===== config.mk =====
export PLATFORM = sky130hd
export DESIGN_NAME = gate_round_sequencer
export DESIGN_NICKNAME = d
export VERILOG_FILES = /design/src/rtl/gate_round_sequencer.sv
export SDC_FILE = /design/constraint.sdc
export NUM_CORES = 1
export LEC_CHECK = 0
export CORE_AREA = 2 2 127 129
export CTS_BUF_LIST = sky130_fd_sc_hd__clkbuf_8
export DETAILED_ROUTE_END_ITERATION = 10
export DIE_AREA = 0 0 129 131
export PLACE_DENSITY_LB_ADDON = 0.2
export SYNTH_ARGS = -nofsm -noshare
export SYNTH_HDL_FRONTEND = slang
export SYNTH_SLANG_ARGS = --single-unit
export TNS_END_PERCENT = 100

===== constraint.sdc =====
create_clock -name clk -period 2.09 [get_ports clk]
set_input_delay 0.418 -clock clk [delete_from_list [all_inputs] [get_ports clk]]
set_output_delay 0.418 -clock clk [all_outputs]
set_load 0.01 [all_outputs]

===== src/rtl/gate_round_sequencer.sv =====
// gate_round_sequencer: key pulses, random gate draw, round countdown, miss blank-out and scoring
// for the logic-gate challenge game.
module gate_round_sequencer #(
    parameter int TICK_DIV     = 50_000_000,
    parameter int ROUND_TICKS  = 60,
    parameter int BLANK_CYCLES = 25_000_000,
    parameter int MAX_TRIES    = 8
) (
    input  logic       clk,
    input  logic       reset,
    input  logic       switch_n,
    input  logic       confirm_n,
    input  logic [3:0] rand_idx,
    output logic [8:0] selected_gate,
    output logic [8:0] current_gate,
    output logic [7:0] gate_code,
    output logic [8:0] completed_gate,
    output logic [3:0] score,
    output logic [6:0] time_left,
    output logic       timer_en,
    output logic       vga_blankout,
    output logic       game_won,
    output logic       game_lost
);
    localparam int TW = $clog2(TICK_DIV + 1);
    localparam int BW = $clog2(BLANK_CYCLES + 1);
    localparam int NW = $clog2(MAX_TRIES + 1);

    typedef enum logic [2:0] {IDLE, PICK, PLAY, BLANK, WON, LOST} state_t;

    state_t        state_q, state_d;
    logic [1:0]    key_s1_q, key_s1_d, key_s2_q, key_s2_d, key_prev_q, key_prev_d, pulse_q, pulse_d;
    logic [8:0]    sel_q, sel_d, cur_q, cur_d, done_q, done_d;
    logic [3:0]    score_q, score_d;
    logic [6:0]    tl_q, tl_d;
    logic [TW-1:0] tick_q, tick_d;
    logic [BW-1:0] blank_q, blank_d;
    logic [NW-1:0] tries_q, tries_d;
    logic          timer_en_q, timer_en_d, vga_q, vga_d, won_q, won_d, lost_q, lost_d;
    logic          sw, cf, running, tick, expire, draw_ok, hit;
    logic [15:0]   done_ext;
    logic [8:0]    done_mask, fallback;

    always_comb begin
        key_s1_d   = {confirm_n, switch_n};
        key_s2_d   = key_s1_q;
        key_prev_d = key_s2_q;
        pulse_d    = key_prev_q & ~key_s2_q;
        sw         = pulse_q[0];
        cf         = pulse_q[1];
        running    = (state_q == PICK) || (state_q == PLAY) || (state_q == BLANK);
        tick       = running && (tick_q == TW'(TICK_DIV - 1));
        expire     = tick && (tl_q == 7'd1);
        done_ext   = {7'd0, done_q};
        draw_ok    = (rand_idx < 4'd9) && !done_ext[rand_idx];
        done_mask  = done_q | cur_q;
        // lowest clear bit of the completed set
        fallback   = ~done_q & (done_q + 9'd1);
        hit        = sel_q == cur_q;
        state_d    = state_q;
        sel_d      = (sw && state_q != WON && state_q != LOST) ? {sel_q[7:0], sel_q[8]} : sel_q;
        cur_d      = cur_q;
        done_d     = done_q;
        score_d    = score_q;
        tl_d       = tick ? tl_q - 7'd1 : tl_q;
        tick_d     = running ? (tick ? '0 : tick_q + TW'(1)) : tick_q;
        blank_d    = blank_q;
        tries_d    = tries_q;
        timer_en_d = timer_en_q;
        vga_d      = vga_q;
        won_d      = won_q;
        lost_d     = lost_q;
        case (state_q)
            IDLE: if (cf) begin
                state_d    = PICK;
                tl_d       = 7'(ROUND_TICKS);
                tick_d     = '0;
                tries_d    = '0;
                timer_en_d = 1'b1;
            end
            PICK: if (draw_ok) begin
                cur_d   = 9'd1 << rand_idx;
                state_d = PLAY;
            end else if (tries_q == NW'(MAX_TRIES - 1)) begin
                cur_d   = fallback;
                state_d = PLAY;
            end else begin
                tries_d = tries_q + NW'(1);
            end
            PLAY: if (cf && hit) begin
                done_d  = done_mask;
                score_d = score_q + 4'd1;
                tries_d = '0;
                state_d = (done_mask == 9'h1FF) ? WON : PICK;
                won_d   = done_mask == 9'h1FF;
                timer_en_d = done_mask != 9'h1FF;
            end else if (cf) begin
                state_d = BLANK;
                blank_d = BW'(BLANK_CYCLES);
                vga_d   = 1'b1;
            end
            BLANK: if (blank_q == BW'(1)) begin
                state_d = PLAY;
                vga_d   = 1'b0;
            end else begin
                blank_d = blank_q - BW'(1);
            end
            WON, LOST: if (cf) begin
                state_d = IDLE;
                done_d  = '0;
                score_d = '0;
                cur_d   = '0;
                won_d   = 1'b0;
                lost_d  = 1'b0;
            end
            default: state_d = IDLE;
        endcase
        // a correct final confirm on the expiry tick still wins
        if (expire && state_d != WON) begin
            state_d    = LOST;
            lost_d     = 1'b1;
            timer_en_d = 1'b0;
            tl_d       = '0;
            vga_d      = 1'b0;
        end
    end

    always_ff @(posedge clk) begin
        if (reset) begin
            state_q    <= IDLE;
            key_s1_q   <= 2'b11;
            key_s2_q   <= 2'b11;
            key_prev_q <= 2'b11;
            pulse_q    <= 2'b00;
            sel_q      <= 9'h001;
            cur_q      <= '0;
            done_q     <= '0;
            score_q    <= '0;
            tl_q       <= '0;
            tick_q     <= '0;
            blank_q    <= '0;
            tries_q    <= '0;
            timer_en_q <= 1'b0;
            vga_q      <= 1'b0;
            won_q      <= 1'b0;
            lost_q     <= 1'b0;
        end else begin
            state_q    <= state_d;
            key_s1_q   <= key_s1_d;
            key_s2_q   <= key_s2_d;
            key_prev_q <= key_prev_d;
            pulse_q    <= pulse_d;
            sel_q      <= sel_d;
            cur_q      <= cur_d;
            done_q     <= done_d;
            score_q    <= score_d;
            tl_q       <= tl_d;
            tick_q     <= tick_d;
            blank_q    <= blank_d;
            tries_q    <= tries_d;
            timer_en_q <= timer_en_d;
            vga_q      <= vga_d;
            won_q      <= won_d;
            lost_q     <= lost_d;
        end
    end

    assign selected_gate  = sel_q;
    assign current_gate   = cur_q;
    assign gate_code      = cur_q[8:1];
    assign completed_gate = done_q;
    assign score          = score_q;
    assign time_left      = tl_q;
    assign timer_en       = timer_en_q;
    assign vga_blankout   = vga_q;
    assign game_won       = won_q;
    assign game_lost      = lost_q;
endmodule


==> results.cfg <==
[final_layout]
final_core_util_pct = 44.51
area_growth_syn_to_layout_pct = 30.69
regArea_um2 = 2168
drive_gt1_share_pct = 20.64
final_nets = 761
diodes = 0
multi_input_area_um2 = 3043
n_fill_cell = 1570

[placement]
post-place-ws_ns = -0.6569
portBuffers = 57
dp_hpwl_um = 10070
gp_congestion = 0.8987

[sta]
hold_ws_ns = 0.4049
max_freq_ghz = 0.4950
skew_ns = 0.01992
max_slew_margin_pct = 65.36
period_share_pct = 96.67
period_needed_ns = 2.020
setup_viol = 0
drv_slew = 0
hold_viol_final = 0
tightest_slew_ns = 0.5185
fin_tns_setup_ns = 0
timing.final.ws_setup_ns = 0.06968

[floorplanning]
start_util_pct = 34.06
rows = 46
core_area_um2 = 15600
ios = 58
die_y_um = 131
die_area_um2 = 16900
die_w_um = 129

[pwr]
ir_worst_vdd_mv = 0.2737
leakage_nw = 2.547
p_per_area_nw_per_um2 = 539.1

[clock_network]
cts.clk_slew.worst_paths_ns = 0.12
clockRootBuffer = clkbuf_8
insertion_delay_ns = 0.39
tritoncts = built
cts_max_level = 3
clk_path_buf_depth = 2
numClockSinks = 108
cts_buffers = 9

[global_routing]
overflow = 0
antenna_found_initial = 0
grt_pass1_wl_um = 23220
grt_max_degree = 23
grt_usage_pct = 17.22
grt_pass1_vias = 4829

[run]
maxCapViolCount = 0

[synthesis]
syn_inst = 630
synth_commonest_cells = dfxtp_1 (108), nor2_1 (85), a21oi_1 (65)
yosys-top-cells-area = dfxtp_1 (41%), a21oi_1 (6.1%), nor2_1 (6.0%)
synth-seq-cells = 108
ys_types = 69
synth_ff_type = dfxtp_1
syn_area_per_cell_um2 = 8.433
synth_nets = 645
seq_area_frac_synth_pct = 40.70
synth_edf_count = 0
synth_most_common_cell = dfxtp_1
synth_top_area_cell = dfxtp_1
async_reset_ff_share_pct = 0
synth_area_um2 = 5313
synth_top_area_share_pct = 40.70
yosys_warnings = 0

[outcome]
status = completed

[worst_setup_path]
critPathLaunchType = register
crit_required_ns = 1.67
crit_type = register to output port
end_kind = output port
worstPathArrival_ns = 1.60
cp_max_fo = 3

[routing]
drc = 0
drt_wl_total_um = 13770
num_vias = 4834
drtIter0Drc = 244
ant_nets = 0
firstDrtPassIters = 4
wire_per_inst_um = 14.24
via_per_inst = 4.999

[min_path]
hold_class = input port to register
[worst max-delay path, stage by stage, from the launching register on]
cell and delay [ns]:
dfxtp_1 0.42, buf_4 0.15, buf_4 0.12, clkdlybuf4s50_1 0.53
[flip-flops by register name, summed over array words and instances (netlist names)]
name,flops
blank_q,25
completed_gate,9
tries_q,4
key_prev_d,2
game_won,1
score,4
key_prev_q,2
vga_blankout,1
game_lost,1
timer_en,1
key_s1_q,2
state_q,3
tick_q,26
time_left,7
current_gate,9
selected_gate,9
pulse_q,2
[kinds of logic after synthesis]
group,count (synthesis),share of synthesized area [%]
compound gates,115,14.63
mux,5,1.083
fa+ha+maj,7,1.649
buf+inv,46,4.381
flops,108,40.70
simple gates,288,27.51
xor+xnor,61,10.06
[timing repair]
item,4_1_cts,5_1_grt
setup buffers,1,7
hold buffers,0,0
cloned,0,0
pin swaps,1,9
setup endpoints to repair,17,62
gates resized for setup,5,31
[power by group]
group          internal, W  switching [W]  total (W)
registers          0.00208      0.0000219    0.00210
clock network     0.000527       0.000782    0.00131
logic             0.000156       0.000176   0.000332
[metal layers]
layer | global-route usage [%] | wire length (um) | vias up
met5 | 0 | 0 | -
met3 | 3.583 | 595 | 16
met2 | 28.38 | 6415 | 110
met1 | 22.42 | 6532 | 2287
li1 | - | - | 2421
met4 | 6.202 | 223 | 0
[metrics by stage]
stage	power [W]	instance area, um^2	instances
2_1_floorplan	0.002327	5313	630
3_3_place_gp	0.002456	6545	943
3_5_place_dp	0.002460	6545	943
4_1_cts	0.003789	6764	960
5_1_grt	0.003921	6943	967
6_report	0.003743	6943	967
[layout make-up]
type                       count  area share, %
tap                          216          3.893
inverter                      11         0.5947
clock buffer                  11          2.181
sequential                   108          31.23
clock inverter                 5         0.6848
timing repair buffer         140          17.59
multi-input combinational    476          43.83
[worst paths after layout]
kind	cells past startpoint	slack, ns	from	to
setup / recovery	3	0.07	current_gate[7]$_SDFFE_PP0P_	current_gate[7]
hold / removal	2	0.40	reset	blank_q[19]$_SDFFE_PP0P_
setup reg to reg	7	0.08	current_gate[7]$_SDFFE_PP0P_	time_left[6]$_SDFF_PP0_
hold reg to reg	2	0.42	key_prev_q[1]$_SDFF_PP1_	pulse_q[1]$_SDFF_PP0_
[layout by cell type (no fill, tap or decap), drive strengths merged, types with 15 or more instances in the layout]
| master | Yosys | routed |
|---|---|---|
| nand3 | 38 | 38 |
| inv | 11 | 15 |
| clkdlybuf4s50 | 0 | 53 |
| nor2 | 85 | 85 |
| dfxtp | 108 | 108 |
| xor2 | 26 | 26 |
| nand2 | 58 | 58 |
| buf | 15 | 84 |
| xnor2 | 35 | 35 |
| nor3 | 17 | 17 |
| a21oi | 67 | 67 |
(Power assumes the default switching activity.)
